--- config.mk ---
export PLATFORM = sky130hd
export DESIGN_NAME = multi_core_lock_arbiter
export DESIGN_NICKNAME = d
export VERILOG_FILES = /design/src/rtl/multi_core_lock_arbiter.sv
export SDC_FILE = /design/constraint.sdc
export NUM_CORES = 1
export LEC_CHECK = 0
export ABC_AREA = 0
export BUFFER_PORTS_ARGS = -buffer_cell sky130_fd_sc_hd__buf_2
export CAP_MARGIN = 30
export CELL_PAD_IN_SITES_DETAIL_PLACEMENT = 1
export CELL_PAD_IN_SITES_GLOBAL_PLACEMENT = 2
export CORE_UTILIZATION = 29
export CTS_CLUSTER_DIAMETER = 120
export DETAILED_ROUTE_END_ITERATION = 8
export PLACE_DENSITY_LB_ADDON = 0.1
export SYNTH_ARGS = -nofsm -noshare
export SYNTH_HDL_FRONTEND = slang
export SYNTH_SLANG_ARGS = --single-unit
--- constraint.sdc ---
create_clock -name clk -period 1.6 [get_ports clk]
set_input_delay 0.16 -clock clk [delete_from_list [all_inputs] [get_ports clk]]
set_output_delay 0.16 -clock clk [all_outputs]
set_load 0.02 [all_outputs]
--- src/rtl/multi_core_lock_arbiter.sv ---
// Round-robin global-memory lock arbiter for an N-core cluster: one owner at a time,
// ownership held until release, optional hold-time preemption, configurable stall pattern.
module multi_core_lock_arbiter #(
  parameter int N_CORES  = 4,
  parameter int LOCK_ALL = 1,
  parameter int MAX_HOLD = 0,
  parameter int HOLD_W   = 8
) (
  input  logic                       clk,
  input  logic                       rst,
  input  logic [N_CORES-1:0]         need_lock,
  output logic [N_CORES-1:0]         lock,
  output logic [N_CORES-1:0]         grant,
  output logic [$clog2(N_CORES)-1:0] owner_id,
  output logic                       owner_valid,
  output logic                       preempt
);
  localparam int IDW = $clog2(N_CORES);

  typedef enum logic {FREE, OWNED} state_t;

  state_t            state;
  logic [IDW-1:0]    rr_ptr;
  logic [HOLD_W-1:0] hold_cnt;

  logic [N_CORES-1:0] cand;
  logic [IDW-1:0]     winner;
  logic               owner_req;
  logic               hold_expired;
  logic               do_preempt;
  logic               take_new;

  function automatic logic [IDW-1:0] rr_pick(input logic [N_CORES-1:0] req,
                                             input logic [IDW-1:0]     ptr);
    logic [IDW-1:0] pick;
    logic           found;
    int             idx;
    pick  = '0;
    found = 1'b0;
    for (int i = 0; i < N_CORES; i++) begin
      idx = (int'(ptr) + i) % N_CORES;
      if (!found && req[IDW'(idx)]) begin
        pick  = IDW'(idx);
        found = 1'b1;
      end
    end
    return pick;
  endfunction

  function automatic logic [N_CORES-1:0] onehot(input logic [IDW-1:0] id);
    return {{(N_CORES-1){1'b0}}, 1'b1} << id;
  endfunction

  function automatic logic [N_CORES-1:0] lock_of(input logic [N_CORES-1:0] g,
                                                 input logic [N_CORES-1:0] req);
    return (LOCK_ALL != 0) ? ~g : (req & ~g);
  endfunction

  function automatic logic [IDW-1:0] next_ptr(input logic [IDW-1:0] id);
    return (int'(id) == N_CORES - 1) ? '0 : id + 1'b1;
  endfunction

  // Candidates exclude the current owner, so a preemption can never re-elect it.
  always_comb begin
    cand         = need_lock & ~grant;
    owner_req    = (state == OWNED) && need_lock[owner_id];
    hold_expired = (MAX_HOLD > 0) && (hold_cnt == HOLD_W'(MAX_HOLD - 1));
    do_preempt   = owner_req && hold_expired && (|cand);
    winner       = rr_pick(cand, rr_ptr);
    take_new     = ((state == FREE) && (|need_lock)) ||
                   ((state == OWNED) && (!owner_req || do_preempt) && (|cand));
  end

  always_ff @(posedge clk or posedge rst) begin
    if (rst) begin
      state       <= FREE;
      lock        <= '0;
      grant       <= '0;
      owner_id    <= '0;
      owner_valid <= 1'b0;
      preempt     <= 1'b0;
      rr_ptr      <= '0;
      hold_cnt    <= '0;
    end else begin
      preempt <= 1'b0;
      if (take_new) begin
        state       <= OWNED;
        grant       <= onehot(winner);
        lock        <= lock_of(onehot(winner), need_lock);
        owner_id    <= winner;
        owner_valid <= 1'b1;
        rr_ptr      <= next_ptr(winner);
        hold_cnt    <= '0;
        preempt     <= do_preempt;
      end else if (owner_req) begin
        if (hold_cnt != '1) hold_cnt <= hold_cnt + 1'b1;
        lock <= lock_of(grant, need_lock);
      end else begin
        state       <= FREE;
        grant       <= '0;
        lock        <= '0;
        owner_valid <= 1'b0;
        hold_cnt    <= '0;
      end
    end
  end
endmodule
==> After elaboration in Yosys (flattened, before gate mapping) <==
Index checks and enable logic that the tools add are counted.
{ "op_classes": {"addsub": 4, "n_lt_le_gt_ge": 5, "n_eq_ne": 2, "shifts": 1, "mux": 28, "bitwise": 4, "n_reduce_logical": 14} }
{ "op_table": {"columns": ["operator", "n"], "rows": [
  ["$lt 2x4->1 const B", 4],
  ["$mux 4", 4],
  ["$mux 1", 14],
  ["$bmux 1 s2", 5],
  ["$mux 2", 5],
  ["$not 4->4", 2],
  ["$reduce_or 4->1", 2],
  ["$logic_and 1x1->1", 7],
  ["$add 2x1->2 const B", 2],
  ["$add 2x2->2 const B", 2],
  ["$and 4x4->4", 1],
  ["$logic_not 1->1", 4],
  ["$shl 1x2->4 const A", 1],
  ["$lt 2x3->1 const B", 1],
  ["$eq 2x1->1 const B", 1],
  ["$ne 2x1->1 const B", 1],
  ["$logic_or 1x1->1", 1],
  ["$not 1->1", 1]
]} }
{ "totals": {"reg_bits": 13, "inputBits": 6, "output_inout_bits": 12, "wordCells": 63} }

==> Depth between registers and ports, before layout <==
{ "logic_depth": {"ltp_word": 18, "depth_mapped": 6, "mapped_depth_nobuf": 6} }

==> Worst setup path after synthesis <==
Ideal clock, no wire load.
{ "synth_path": {"path_kind": "reg-to-reg", "from": "reg grant[1]", "to": "reg rr_ptr[1]", "setup_time_ps": 125, "t_arrival_ps": 1723, "required_ps": 1475, "setup_slack_ps": -248, "stages_incl_launch_ff": 6, "n_path_buf": 0, "period_less_slack_ps": 1848, "path_cell_list": "dfrtp_1 > nand2b_1 > and3_1 > o32a_1 > ha_1 > mux2_4"} }
{ "synth_via": {"elab_chain_cells": 17, "elab_cells_between_ends": 33, "classes_between": "1 x add/sub; 1 x eq/ne; 20 x mux; 2 x bitwise; 9 x reduce/logical"} }
{ "synth_rtl": {"columns": ["item", "line", "rtl"], "rows": [
  ["start, declared", "13", "output logic [N_CORES-1:0] grant,"],
  ["start signal, assigned", "88", "grant <= onehot(winner);"],
  ["$not 4->4 *", null, null],
  ["$and 4x4->4 *", null, null],
  ["$bmux 1 s2", "42", "if (!found && req[IDW'(idx)]) begin"],
  ["$mux 1 (not written as such) (2 in a row)", "42", null],
  ["$mux 1", "42", null],
  ["$logic_not 1->1", "42", null],
  ["$logic_and 1x1->1", "42", null],
  ["$mux 1", "42", null],
  ["$logic_not 1->1", "42", null],
  ["$logic_and 1x1->1", "42", null],
  ["$mux 1", "42", null],
  ["$logic_not 1->1", "42", null],
  ["$logic_and 1x1->1", "42", null],
  ["$mux 2 *", "42", null],
  ["net winner[1]", "27", "logic [IDW-1:0] winner;"],
  ["$add 2x1->2 or $eq 2x1->1 (tied branches)", "60", "return (int'(id) == N_CORES - 1) ? '0 : id + 1'b1;"],
  ["$mux 2 *", "60", null],
  ["end signal, assigned", "92", "rr_ptr <= next_ptr(winner);"],
  ["end, declared", "23", "logic [IDW-1:0] rr_ptr;"]
]} }
Mark *: on every way through the listed nets, which the timed path passes. The rest lies on a longest branch. The select of a mux whose other input is x is not followed.
A chain may end at the register's enable or synchronous reset.

==> Worst setup path in the final report <==
{ "layout_path": {"from": "reg grant[0]", "to": "reg rr_ptr[1]"} }
The elaborated chain is that of the path after synthesis.

==> results.cfg <==
[cells_and_area]
design_area_sq_mm = 0.00116
drive_gt1_share_pct = 73.5
fin_nets = 113
antennaDiodeCount = 0
syn2layout_area_growth_pct = 56.2
final_cell_mix = 16 x buf_2, 16 x buf_4, 8 x dfrtp_1, 5 x dfrtp_2, 4 x mux2_4
post-route-util_pct = 50.1

[die]
die_area_sq_mm = 0.00277
die_x_microns = 52.6
rows = 17
start_util_pct = 32.1
io_pins = 18
fp.dieH_microns = 52.6
coreArea_sq_mm = 0.00232

[power_and_ir_drop]
total_power_mw = 2.50
swShare_pct = 40.6
p_comb_share_pct = 67.4
peakVddDrop_v = 0.00105
p_per_area_mw_per_mm2 = 2160
pwr-share-seq_pct = 24.3
p_int_mw = 1.49
p_clk_share_pct = 8.3
netSwitchingPower_mw = 1.02
power.leakage_nw = 0.535

[routing]
vias_per_cell = 5.13
via_count = 667
first_iter_violations = 5
drc_errors = 0
wl_per_cell_microns = 17.1
first_pass_iters = 3
routed_wl_microns = 2230
antenna_left = 0

[timing]
drv_slew = 0
finalCritPeriodShare_pct = 115
relSlewSlack_pct = 66.6
setup_viol = 11
fin_worst_skew_ps = 1.50
finalWorstSetupSlack_ps = -243
rsz0062_at_grt = true
finalHoldViolCount = 0
tightest_slew_ps = 500
period_minus_slack_ps = 1840
clock.fmax_mhz = 543

[clocking]
clockBufferDepth = 2
clk_transition_reported_paths_ps = 80
cts_max_level = 1
cts_sinks = 13
numCtsBuffers = 3
cts-root-buf = clkbuf_4
clock_latency_ps = 280
cts_tree = done

[yosys]
synth_fp_nets = 73
synth_warnings = 0
synth_flop_cell = dfrtp_1
syn_area_sq_um = 743
synth_edf_count = 0
yosysSeqAreaShare_pct = 43.8
synth.area.top_cells = dfrtp_1 44%, mux2_4 8.1%, ha_1 6.7%, a22o_2 5.4%, nand2b_1 3.4%
yosysTopAreaCell = dfrtp_1
synth_cell_type_count = 28
synth_top_cell_area_share_pct = 43.8
avgSynthCellArea_sq_um = 11.8
async_flop_share_pct = 100
postSynthCellCount = 63
synth-seq-cells = 13

[outcome]
failed_checks = setup timing
status = finished, violations left

[grt]
grt_start_max_net_pins = 14
grt_pass1_vias = 705
grt_usage_pct = 19.3
grt_pass1_wl_microns = 3570
antenna_found_initial = 0
overflow = 0

[critical_path]
cp-start-kind = register
crit_type = reg2reg
path_max_fanout = 4
required_ps = 1770
cp_data_arrival_time_ps = 2010
endpoint_kind = register

[placement]
place_area_sq_mm = 0.00101
gp_congestion = 0.784
port_buffers = 16
hpwl_microns = 1670

[run]
cap_violations = 0

[min_path]
worstHoldPathType = in2reg
-- final cells by class --
type,count,area [sq um]
inverters,3,11.3
clock buffers,4,26.3
well taps,28,35.0
fillers,266,1160
multi-input cells,46,513
flip-flops and latches,13,332
repair buffers,36,244
-- synth_stat cells (2+ instances only) --
master	number
dfrtp_1	13
nand2b_1	4
nand2_1	2
o21a_1	3
nor2_1	2
ha_1	4
nor2b_1	2
mux2_4	4
a22o_2	4
inv_1	3
nand3b_1	2
o22ai_1	4
-- power by group through the flow --
| stage | Sequential (mW) | Combinational, mW | Clock, mW |
|---|---|---|---|
| floorplan | 0.746 | 0.697 | 0 |
| finish | 0.609 | 1.69 | 0.208 |
| CTS | 0.614 | 1.54 | 0.220 |
| global placement | 0.607 | 1.35 | 0 |
| detailed placement | 0.611 | 1.37 | 0 |
| global route | 0.632 | 1.81 | 0.229 |
-- repair_timing --
| action | in CTS | in global routing |
|---|---|---|
| setup endpoints to repair | 11 | 13 |
| pin swaps | 1 | 5 |
| setup buffers | 2 | 1 |
| hold buffers | 1 | 0 |
| resized for setup | 15 | 8 |
| endpoints found under the hold margin | 13 | 0 |
-- final timing paths --
check | to | depth (start not counted) | slack (ps) | from
worst max-delay path | rr_ptr[1]$_DFFE_PP0P_ | 5 | -240 | grant[0]$_DFFE_PP0P_
worst min-delay path | state$_DFFE_PP0P_ | 3 | 290 | need_lock[3]
worst max register to register | rr_ptr[1]$_DFFE_PP0P_ | 5 | -240 | grant[0]$_DFFE_PP0P_
worst min register to register | owner_id[1]$_DFFE_PP0P_ | 1 | 590 | owner_id[1]$_DFFE_PP0P_
max in group asynchronous | state$_DFFE_PP0P_ | 3 | 790 | rst
min in group asynchronous | grant[1]$_DFFE_PP0P_ | 3 | 450 | rst
-- state kept, by name, summed over array words and instances (netlist names) --
| register | cells |
|---|---|
| grant | 4 |
| lock | 4 |
| owner_id | 2 |
| rr_ptr | 2 |
| state | 1 |
-- logic make-up (layout without fill, tap and decap cells) --
kind of cell               Yosys count  after routing  synth area share (%)
DFF                                 13             13                  43.8
muxes                                5              5                  11.1
buffers and inverters                4             43                  2.53
and+or+nand+nor                     20             20                  17.3
AOI/OAI and AO/OA                   16             16                  18.0
adders and majority gates            4              4                  6.73
other                                1              1                 0.505
-- layer usage --
metal  global-route usage, %  wire length [microns]
met1                    22.7                    963
met2                    33.3                   1150
met3                    6.09                     82
met4                    5.26                     27
met5                       0                      0
-- per-stage QoR --
stage               cells  setup WS [ps]  hold slack [ps]  TNS, ps
floorplan              63           -167             36.7     -821
global placement      122           -193              208    -1320
detailed placement    122           -218              221    -1440
CTS                   129           -183              290    -1250
global route          130           -264              324    -2290
finish                130           -243              291    -1760
-- critical path, cell delays in order (launching register included) --
cell,delay (ps)
dfrtp_2,410
nand3b_1,180
and3_1,200
o32a_1,450
ha_4,250
mux2_4,250
No activity file was read; power rests on OpenSTA's default activity.
